===== src/rtl/keyboard_rx.sv =====
// PS/2 keyboard receiver: synchronizes the raw PS/2 lines, deframes 11-bit frames and
// presents the last two scan codes. Define KEYBOARD_RX_PARITY_CHECK_EN to reject frames with bad odd parity.
module keyboard_rx #(
  parameter int TIMEOUT_CYCLES = 100000
) (
  input  logic        clk,
  input  logic        reset_n,
  input  logic        ps2_clk,
  input  logic        ps2_data,
  output logic [31:0] keyb_char,
  output logic        keyb_valid,
  output logic        frame_err
);

  localparam int             TW       = $clog2(TIMEOUT_CYCLES + 1);
  localparam logic [TW-1:0]  TO_LIMIT = TW'(TIMEOUT_CYCLES);

  typedef enum logic [1:0] {IDLE, DATA, PARITY, STOP} state_t;

  logic          r_clk_meta, r_clk_sync, r_clk_prev;
  logic          r_data_meta, r_data_sync;
  state_t        r_state, w_state_nxt;
  logic [2:0]    r_bit_cnt, w_bit_cnt_nxt;
  logic [7:0]    r_shift, w_shift_nxt;
  logic [TW-1:0] r_to_cnt;
  logic [15:0]   r_char, w_char_nxt;
  logic          r_valid, w_valid_nxt;
  logic          r_err, w_err_nxt;
  logic          w_sample;
  logic          w_accept;

  // NOTE: synchronizer flops reset to 1 (the idle PS/2 level) so reset release never fakes a falling edge.
  always_ff @(posedge clk or negedge reset_n) begin
    if (!reset_n) begin
      r_clk_meta  <= 1'b1;
      r_clk_sync  <= 1'b1;
      r_clk_prev  <= 1'b1;
      r_data_meta <= 1'b1;
      r_data_sync <= 1'b1;
    end else begin
      r_clk_meta  <= ps2_clk;
      r_clk_sync  <= r_clk_meta;
      r_clk_prev  <= r_clk_sync;
      r_data_meta <= ps2_data;
      r_data_sync <= r_data_meta;
    end
  end

  assign w_sample = r_clk_prev & ~r_clk_sync;

`ifdef KEYBOARD_RX_PARITY_CHECK_EN
  logic r_parity, w_parity_nxt;

  always_ff @(posedge clk or negedge reset_n) begin
    if (!reset_n) r_parity <= 1'b0;
    else          r_parity <= w_parity_nxt;
  end

  always_comb begin
    w_parity_nxt = r_parity;
    if (w_sample && r_state == PARITY) w_parity_nxt = r_data_sync;
  end

  // Odd parity: data bits plus parity bit must carry an odd number of ones.
  assign w_accept = ^{r_shift, r_parity};
`else
  assign w_accept = 1'b1;
`endif

  // NOTE: every register update uses <= so all flops see pre-edge values, independent of statement order.
  always_ff @(posedge clk or negedge reset_n) begin
    if (!reset_n) begin
      r_state   <= IDLE;
      r_bit_cnt <= 3'd0;
      r_shift   <= 8'd0;
      r_char    <= 16'd0;
      r_valid   <= 1'b0;
      r_err     <= 1'b0;
    end else begin
      r_state   <= w_state_nxt;
      r_bit_cnt <= w_bit_cnt_nxt;
      r_shift   <= w_shift_nxt;
      r_char    <= w_char_nxt;
      r_valid   <= w_valid_nxt;
      r_err     <= w_err_nxt;
    end
  end

  // Idle-gap counter: cleared by activity, saturates at the limit instead of wrapping.
  always_ff @(posedge clk or negedge reset_n) begin
    if (!reset_n)                         r_to_cnt <= '0;
    else if (w_sample || r_state == IDLE) r_to_cnt <= '0;
    else if (r_to_cnt != TO_LIMIT)        r_to_cnt <= r_to_cnt + 1'b1;
  end

  // NOTE: every output of this block gets a default first, so no path can infer a latch.
  always_comb begin
    w_state_nxt   = r_state;
    w_bit_cnt_nxt = r_bit_cnt;
    w_shift_nxt   = r_shift;
    w_char_nxt    = r_char;
    w_valid_nxt   = 1'b0;
    w_err_nxt     = 1'b0;

    if (w_sample) begin
      unique case (r_state)
        IDLE: begin
          if (!r_data_sync) begin
            w_state_nxt   = DATA;
            w_bit_cnt_nxt = 3'd0;
            w_shift_nxt   = 8'd0;
          end
        end
        DATA: begin
          w_shift_nxt = {r_data_sync, r_shift[7:1]};
          if (r_bit_cnt == 3'd7) w_state_nxt   = PARITY;
          else                   w_bit_cnt_nxt = r_bit_cnt + 3'd1;
        end
        PARITY: w_state_nxt = STOP;
        STOP: begin
          w_state_nxt = IDLE;
          if (r_data_sync && w_accept) begin
            w_char_nxt  = {r_char[7:0], r_shift};
            w_valid_nxt = 1'b1;
          end else begin
            w_err_nxt = 1'b1;
          end
        end
        default: w_state_nxt = IDLE;
      endcase
    end else if (r_state != IDLE && r_to_cnt == TO_LIMIT) begin
      // A stalled partial frame is dropped; a sample in the same cycle takes priority above.
      w_state_nxt   = IDLE;
      w_bit_cnt_nxt = 3'd0;
      w_shift_nxt   = 8'd0;
      w_err_nxt     = 1'b1;
    end
  end

  assign keyb_char  = {16'h0000, r_char};
  assign keyb_valid = r_valid;
  assign frame_err  = r_err;

endmodule


===== config.mk =====
export PLATFORM = sky130hd
export DESIGN_NAME = keyboard_rx
export DESIGN_NICKNAME = d
export VERILOG_FILES = /design/src/rtl/keyboard_rx.sv
export SDC_FILE = /design/constraint.sdc
export NUM_CORES = 1
export LEC_CHECK = 0
export CAP_MARGIN = 20
export CORE_MARGIN = 2
export CORE_UTILIZATION = 25
export DETAILED_ROUTE_END_ITERATION = 12
export DONT_BUFFER_PORTS = 1
export PLACE_DENSITY_LB_ADDON = 0.12
export SETUP_SLACK_MARGIN = 0.05
export SLEW_MARGIN = 10
export SYNTH_ARGS = -nofsm -noshare
export SYNTH_HDL_FRONTEND = slang
export SYNTH_SLANG_ARGS = --single-unit

===== constraint.sdc =====
create_clock -name clk -period 2 [get_ports clk]
set_clock_uncertainty 0.15 [all_clocks]
set_input_delay 0.3 -clock clk [delete_from_list [all_inputs] [get_ports clk]]
set_output_delay 0.3 -clock clk [all_outputs]
set_load 0.02 [all_outputs]

# Word level (Yosys, flattened, before mapping)
# Cells that the tools add are included.
# W data, S select, Z words.
# op_classes
n_bitwise,2
n_addsub,2
n_reduce_logical,10
n_eq_ne,10
muxes,23
# op_table
op,count
$mux W17,2
$mux W8,3
$add A17 B1 Y17 const B,1
$eq A17 B17 Y1 const B,1
$ne A17 B17 Y1 const B,1
$pmux W8 S2,1
$mux W3,4
$ne A3 B3 Y1 const B,3
$reduce_and A3 Y1,3
$mux W2,4
$pmux W2 S4,1
$mux W1,7
$pmux W3 S2,1
$reduce_bool A2 Y1,3
$eq A2 B2 Y1 const B,2
$reduce_and A4 Y1,1
$add A3 B1 Y3 const B,1
$eq A3 B3 Y1 const B,1
$ne A3 B1 Y1 const B,1
$eq A2 B1 Y1 const B,1
$logic_not A2 Y1,1
$and A1 B1 Y1,1
$logic_and A1 B1 Y1,1
$logic_or A1 B1 Y1,1
$not A1 Y1,1
# word_totals
register_bits,53
output_inout_bits,34
inputBits,4

# Depth between registers and ports, before layout
# logic_depth
ltp_word,4
mapped_depth,8

# Worst setup path before layout
# OpenSTA, ideal clock, no wires.
# synth_timing
kind,reg-to-reg
start,register r_to_cnt[13]
end,register r_state[1]
arrival_ns,1.730
path_slack_ns,-0.012
synth_period_minus_slack_ns,2.012
t_required_ns,1.718
stages_incl_launch_ff,5
setup_time_ns,0.132
cell_sequence,dfrtp_1 or4b_4 or4_4 a211oi_2 o31ai_1
# synth_between
elab_chain_cells,4
# synth_rtl
element,line,rtl
start: declaration,25,logic [TW-1:0] r_to_cnt;
start signal: assignment,93,else if (r_to_cnt != TO_LIMIT) r_to_cnt <= r_to_cnt + 1'b1;
$eq A17 B17 Y1,131,end else if (r_state != IDLE && r_to_cnt == TO_LIMIT) begin
$logic_and A1 B1 Y1,131,
$reduce_bool A2 Y1 (no source line),-,
$reduce_and A3 Y1 (no source line),-,
end signal: assignment,80,r_state <= w_state_nxt;
end: declaration,22,"state_t r_state, w_state_nxt;"
# No other way between the ends.
# A chain may end at the register's enable or synchronous reset.

# Final worst setup path
# Ends and elaborated chain as after synthesis.

==> report_table.html <==
<table>
<tr><th>Metric</th><th>Value</th></tr>
<tr><th colspan="2">Synth</th></tr>
<tr><td>Number of distinct library cell variants in the gate-level netlist after synthesis</td><td>39</td></tr>
<tr><td>Netlist area before placement</td><td>0.00248 mm²</td></tr>
<tr><td>Gate count of the mapped netlist</td><td>213</td></tr>
<tr><td>Count of yosys warnings during synthesis</td><td>0</td></tr>
<tr><td>Average footprint of a synthesized cell</td><td>11.7 µm²</td></tr>
<tr><td>Count of state elements after synthesis</td><td>53</td></tr>
<tr><td>Sequential-to-total area share from yosys stat</td><td>53.7%</td></tr>
<tr><th colspan="2">Route</th></tr>
<tr><td>Top routing layer in use</td><td>met4</td></tr>
<tr><td>Via count of the routed design</td><td>1599</td></tr>
<tr><td>Met3 routed wirelength</td><td>154 µm</td></tr>
<tr><td>DR WL/cell</td><td>13.0 µm</td></tr>
<tr><td>Met2 routed wirelength</td><td>2210 µm</td></tr>
<tr><td>DRT iter0 DRCs</td><td>75</td></tr>
<tr><td>Total wirelength of the detailed-routed design</td><td>4820 µm</td></tr>
<tr><td>Antenna viol nets, final</td><td>0</td></tr>
<tr><td>DRC</td><td>0</td></tr>
<tr><td>M1 WL</td><td>2390 µm</td></tr>
<tr><td>Average via count per standard cell</td><td>4.31</td></tr>
<tr><td>First-pass iteration count of the detailed router</td><td>4</td></tr>
<tr><th colspan="2">Final layout</th></tr>
<tr><td>Register area</td><td>0.00133 mm²</td></tr>
<tr><td>Most common library cell in the layout ignoring fill and taps</td><td>sky130_fd_sc_hd__dfrtp_1</td></tr>
<tr><td>Area added between synthesis and finish</td><td>17.6%</td></tr>
<tr><td>Most used cells in the layout excluding fill and tap cells</td><td>sky130_fd_sc_hd__dfrtp_1, sky130_fd_sc_hd__buf_4, sky130_fd_sc_hd__nor2_1, sky130_fd_sc_hd__mux2_2, sky130_fd_sc_hd__conb_1</td></tr>
<tr><td>Area of the multi-input gates</td><td>0.00108 mm²</td></tr>
<tr><td>Diodes inserted</td><td>0</td></tr>
<tr><td>Fraction of final layout cells with drive strength greater than 1</td><td>26.5%</td></tr>
<tr><td>Final-stage net count</td><td>249</td></tr>
<tr><td>Final instance count without filler cells</td><td>371</td></tr>
<tr><td># fillers</td><td>1051</td></tr>
<tr><th colspan="2">Worst setup path</th></tr>
<tr><td>WP data required</td><td>2.05 ns</td></tr>
<tr><td>List of cells traversed by the critical path</td><td>or4b_4, or4_4, a211oi_2, o31ai_1</td></tr>
<tr><td>Critical path's slowest cell</td><td>sky130_fd_sc_hd__or4b_4</td></tr>
<tr><td>Critical path buffer and inverter count</td><td>0</td></tr>
<tr><td>Type of element capturing the critical path</td><td>register</td></tr>
<tr><td>Worst EP arrival</td><td>2.04 ns</td></tr>
<tr><td>Category of cells accounting for the largest share of critical-path delay</td><td>simple AND/OR/NAND/NOR gates</td></tr>
<tr><td>Maximum fanout encountered on the critical timing path</td><td>5</td></tr>
<tr><td>Largest stage delay, worst path</td><td>0.56 ns</td></tr>
<tr><td>Startpoint class of the critical path</td><td>register</td></tr>
<tr><td>Setup Crit Path Kind</td><td>register to register</td></tr>
<tr><th colspan="2">Place</th></tr>
<tr><td># placed instances</td><td>357</td></tr>
<tr><td>Dpl ws</td><td>0.00462 ns</td></tr>
<tr><td>Count of input and output buffers</td><td>0</td></tr>
<tr><td>Post-detailed-placement half-perimeter wirelength</td><td>3260 µm</td></tr>
<tr><td>Routability-driven placement congestion ratio</td><td>0.756</td></tr>
<tr><th colspan="2">GRT</th></tr>
<tr><td>First-pass GRT wire length</td><td>8280 µm</td></tr>
<tr><td>Vias in the first global route</td><td>1629</td></tr>
<tr><td>Total congestion overflow</td><td>0</td></tr>
<tr><td>Maximum number of pins on one net before global-route repair</td><td>54</td></tr>
<tr><td>Initial antenna violation count</td><td>0</td></tr>
<tr><td>Global-route total usage across every layer</td><td>9.50%</td></tr>
<tr><th colspan="2">STA</th></tr>
<tr><td>Share of the clock period used by the worst path after layout</td><td>99.2%</td></tr>
<tr><td>Setup ws final</td><td>0.0155 ns</td></tr>
<tr><td>Max-slew violation total from the final report</td><td>0</td></tr>
<tr><td>Maximum achievable frequency</td><td>504 MHz</td></tr>
<tr><td>Setup-failing EPs final</td><td>0</td></tr>
<tr><td>Worst hold slack</td><td>0.213 ns</td></tr>
<tr><td>Unrepaired setup endpoints after global routing</td><td>yes</td></tr>
<tr><td>Post-route minimum period</td><td>1.98 ns</td></tr>
<tr><td>Final Hold Vio Count</td><td>0</td></tr>
<tr><th colspan="2">Status</th></tr>
<tr><td>Status</td><td>complete, no violations</td></tr>
<tr><th colspan="2">Floorplan</th></tr>
<tr><td>Placement Rows</td><td>36</td></tr>
<tr><td>Width of the die</td><td>104 µm</td></tr>
<tr><td>Overall die height</td><td>104 µm</td></tr>
<tr><td>Number of primary I/O pins</td><td>38</td></tr>
<tr><td>Starting Density</td><td>25.5%</td></tr>
<tr><td>Core Box Area</td><td>0.00973 mm²</td></tr>
<tr><td>Full die area</td><td>0.0107 mm²</td></tr>
<tr><th colspan="2">Clocking</th></tr>
<tr><td>Clock transition at the registers of the reported paths</td><td>0.12 ns</td></tr>
<tr><td>Insertion delay of the later-clocked pin in the worst-skew pair</td><td>0.32 ns</td></tr>
<tr><td>Number of buffers inserted during clock tree synthesis</td><td>5</td></tr>
<tr><td>Maximum clock path buffer count</td><td>2</td></tr>
<tr><td>CTS root buf</td><td>sky130_fd_sc_hd__clkbuf_8</td></tr>
<tr><td>TritonCTS sink count</td><td>53</td></tr>
<tr><td>TritonCTS clock tree</td><td>done</td></tr>
<tr><td>H-tree lvl count</td><td>2</td></tr>
<tr><th colspan="2">Job</th></tr>
<tr><td># Max-Cap Violations</td><td>0</td></tr>
<tr><th colspan="2">Power and ir drop</th></tr>
<tr><td>P per Cell Area</td><td>957 mW/mm²</td></tr>
<tr><td>Total power of the final layout</td><td>2.79 mW</td></tr>
<tr><td>Maximum vdd drop</td><td>308 µV</td></tr>
<tr><td>Pleak</td><td>1.33 nW</td></tr>
<tr><th colspan="2">Hold path</th></tr>
<tr><td>Worst min-delay path class</td><td>register to register</td></tr>
</table>
registers in the layout (all words and copies together) (netlist names), 2 cells and up:
| register | cells |
|---|---|
| r_state | 2 |
| r_bit_cnt | 3 |
| r_shift | 8 |
| r_char | 16 |
| r_to_cnt | 17 |
final timing paths:
path                                   start         end  slack [ns]  cells after the start
worst min-delay path              r_clk_meta  r_clk_sync        0.21                      0
worst min register to register    r_clk_meta  r_clk_sync        0.21                      0
worst max-delay path            r_to_cnt[13]  r_state[1]        0.02                      4
worst max register to register  r_to_cnt[13]  r_state[1]        0.02                      4
min in group asynchronous            reset_n  r_shift[7]        0.35                      2
max in group asynchronous            reset_n  r_clk_sync        1.06                      2
repair_timing:
action                                  CTS  global route
endpoints found under the setup margin    1            12
setup buffers                             0             2
resized for setup                         1             7
hold buffers                              4             0
pin swaps                                 0             0
hold endpoints to repair                 55             0
metrics by stage:
| step | TNS, ns | utilization (%) | instance area [µm²] |
|---|---|---|---|
| 3_3_place_gp | 0 | 27.9 | 2710 |
| 6_report | 0 | 30.0 | 2920 |
| 4_1_cts | 0 | 29.4 | 2870 |
| 3_5_place_dp | 0 | 27.9 | 2710 |
| 5_1_grt | -0.0369 | 30.0 | 2920 |
| 2_1_floorplan | 0 | - | 2540 |
cells by family after synthesis:
group,synth area share [%]
xor gates and xnor gates,3.88
buffers and inverters,6.85
muxes,7.25
other,0.151
AOI/OAI and AO/OA,8.06
and+or+nand+nor,16.1
adders and majority gates,4.03
DFF,53.7
per-layer routing:
metal	vias up	global-route usage, %
li1	771	-
met1	788	12.3
met2	36	15.3
met3	4	1.89
met4	0	4.44
met5	-	0
synthesized netlist by cell type:
cell	n	share of area, %
sky130_fd_sc_hd__conb_1	1	0.15
sky130_fd_sc_hd__and3_2	1	0.30
sky130_fd_sc_hd__nand2b_1	2	0.50
sky130_fd_sc_hd__o2bb2ai_1	1	0.35
sky130_fd_sc_hd__or4b_4	1	0.55
sky130_fd_sc_hd__nand2_1	9	1.4
sky130_fd_sc_hd__or4_1	1	0.30
sky130_fd_sc_hd__o21ai_0	4	0.81
sky130_fd_sc_hd__nand4_1	6	1.5
sky130_fd_sc_hd__nand3_1	6	1.2
sky130_fd_sc_hd__a21oi_1	6	1.2
sky130_fd_sc_hd__nand3b_1	3	0.91
sky130_fd_sc_hd__ha_1	8	4.0
sky130_fd_sc_hd__a211oi_2	1	0.50
sky130_fd_sc_hd__o31ai_1	3	0.91
sky130_fd_sc_hd__a22o_1	8	2.8
sky130_fd_sc_hd__nor4_1	3	0.76
sky130_fd_sc_hd__nor4_4	1	0.86
sky130_fd_sc_hd__clkbuf_1	5	0.76
sky130_fd_sc_hd__a21oi_2	1	0.35
sky130_fd_sc_hd__or3_1	3	0.76
sky130_fd_sc_hd__mux2_2	16	7.3
sky130_fd_sc_hd__or4_4	1	0.45
sky130_fd_sc_hd__dfstp_2	5	5.3
sky130_fd_sc_hd__buf_4	16	4.8
sky130_fd_sc_hd__a22oi_1	1	0.30
sky130_fd_sc_hd__xnor2_1	4	1.4
sky130_fd_sc_hd__and4_1	1	0.35
sky130_fd_sc_hd__and3_1	2	0.50
sky130_fd_sc_hd__nor2b_1	2	0.50
sky130_fd_sc_hd__inv_1	7	1.1
sky130_fd_sc_hd__a32o_1	2	0.81
sky130_fd_sc_hd__buf_2	1	0.20
sky130_fd_sc_hd__xor2_1	7	2.5
sky130_fd_sc_hd__nand4bb_1	3	1.4
sky130_fd_sc_hd__dfrtp_1	48	48
sky130_fd_sc_hd__and2_1	2	0.50
sky130_fd_sc_hd__nor3_1	5	1.0
sky130_fd_sc_hd__nor2_1	16	2.4
area by class of cell:
cell class | instances | area share, %
multi-input combinational | 146 | 36.9
sequential | 53 | 45.6
tap | 133 | 5.70
timing repair buffer | 24 | 7.54
clock buffer | 5 | 2.36
clock inverter | 3 | 0.985
inverter | 7 | 0.900
power by group:
part / total [mW] / switching, mW / internal [mW] / leakage [nW]
clock network: 0.680 / 0.416 / 0.263 / 0.0506
logic: 0.735 / 0.408 / 0.327 / 0.567
registers: 1.38 / 0.154 / 1.22 / 0.711
(Power assumes the default switching activity.)
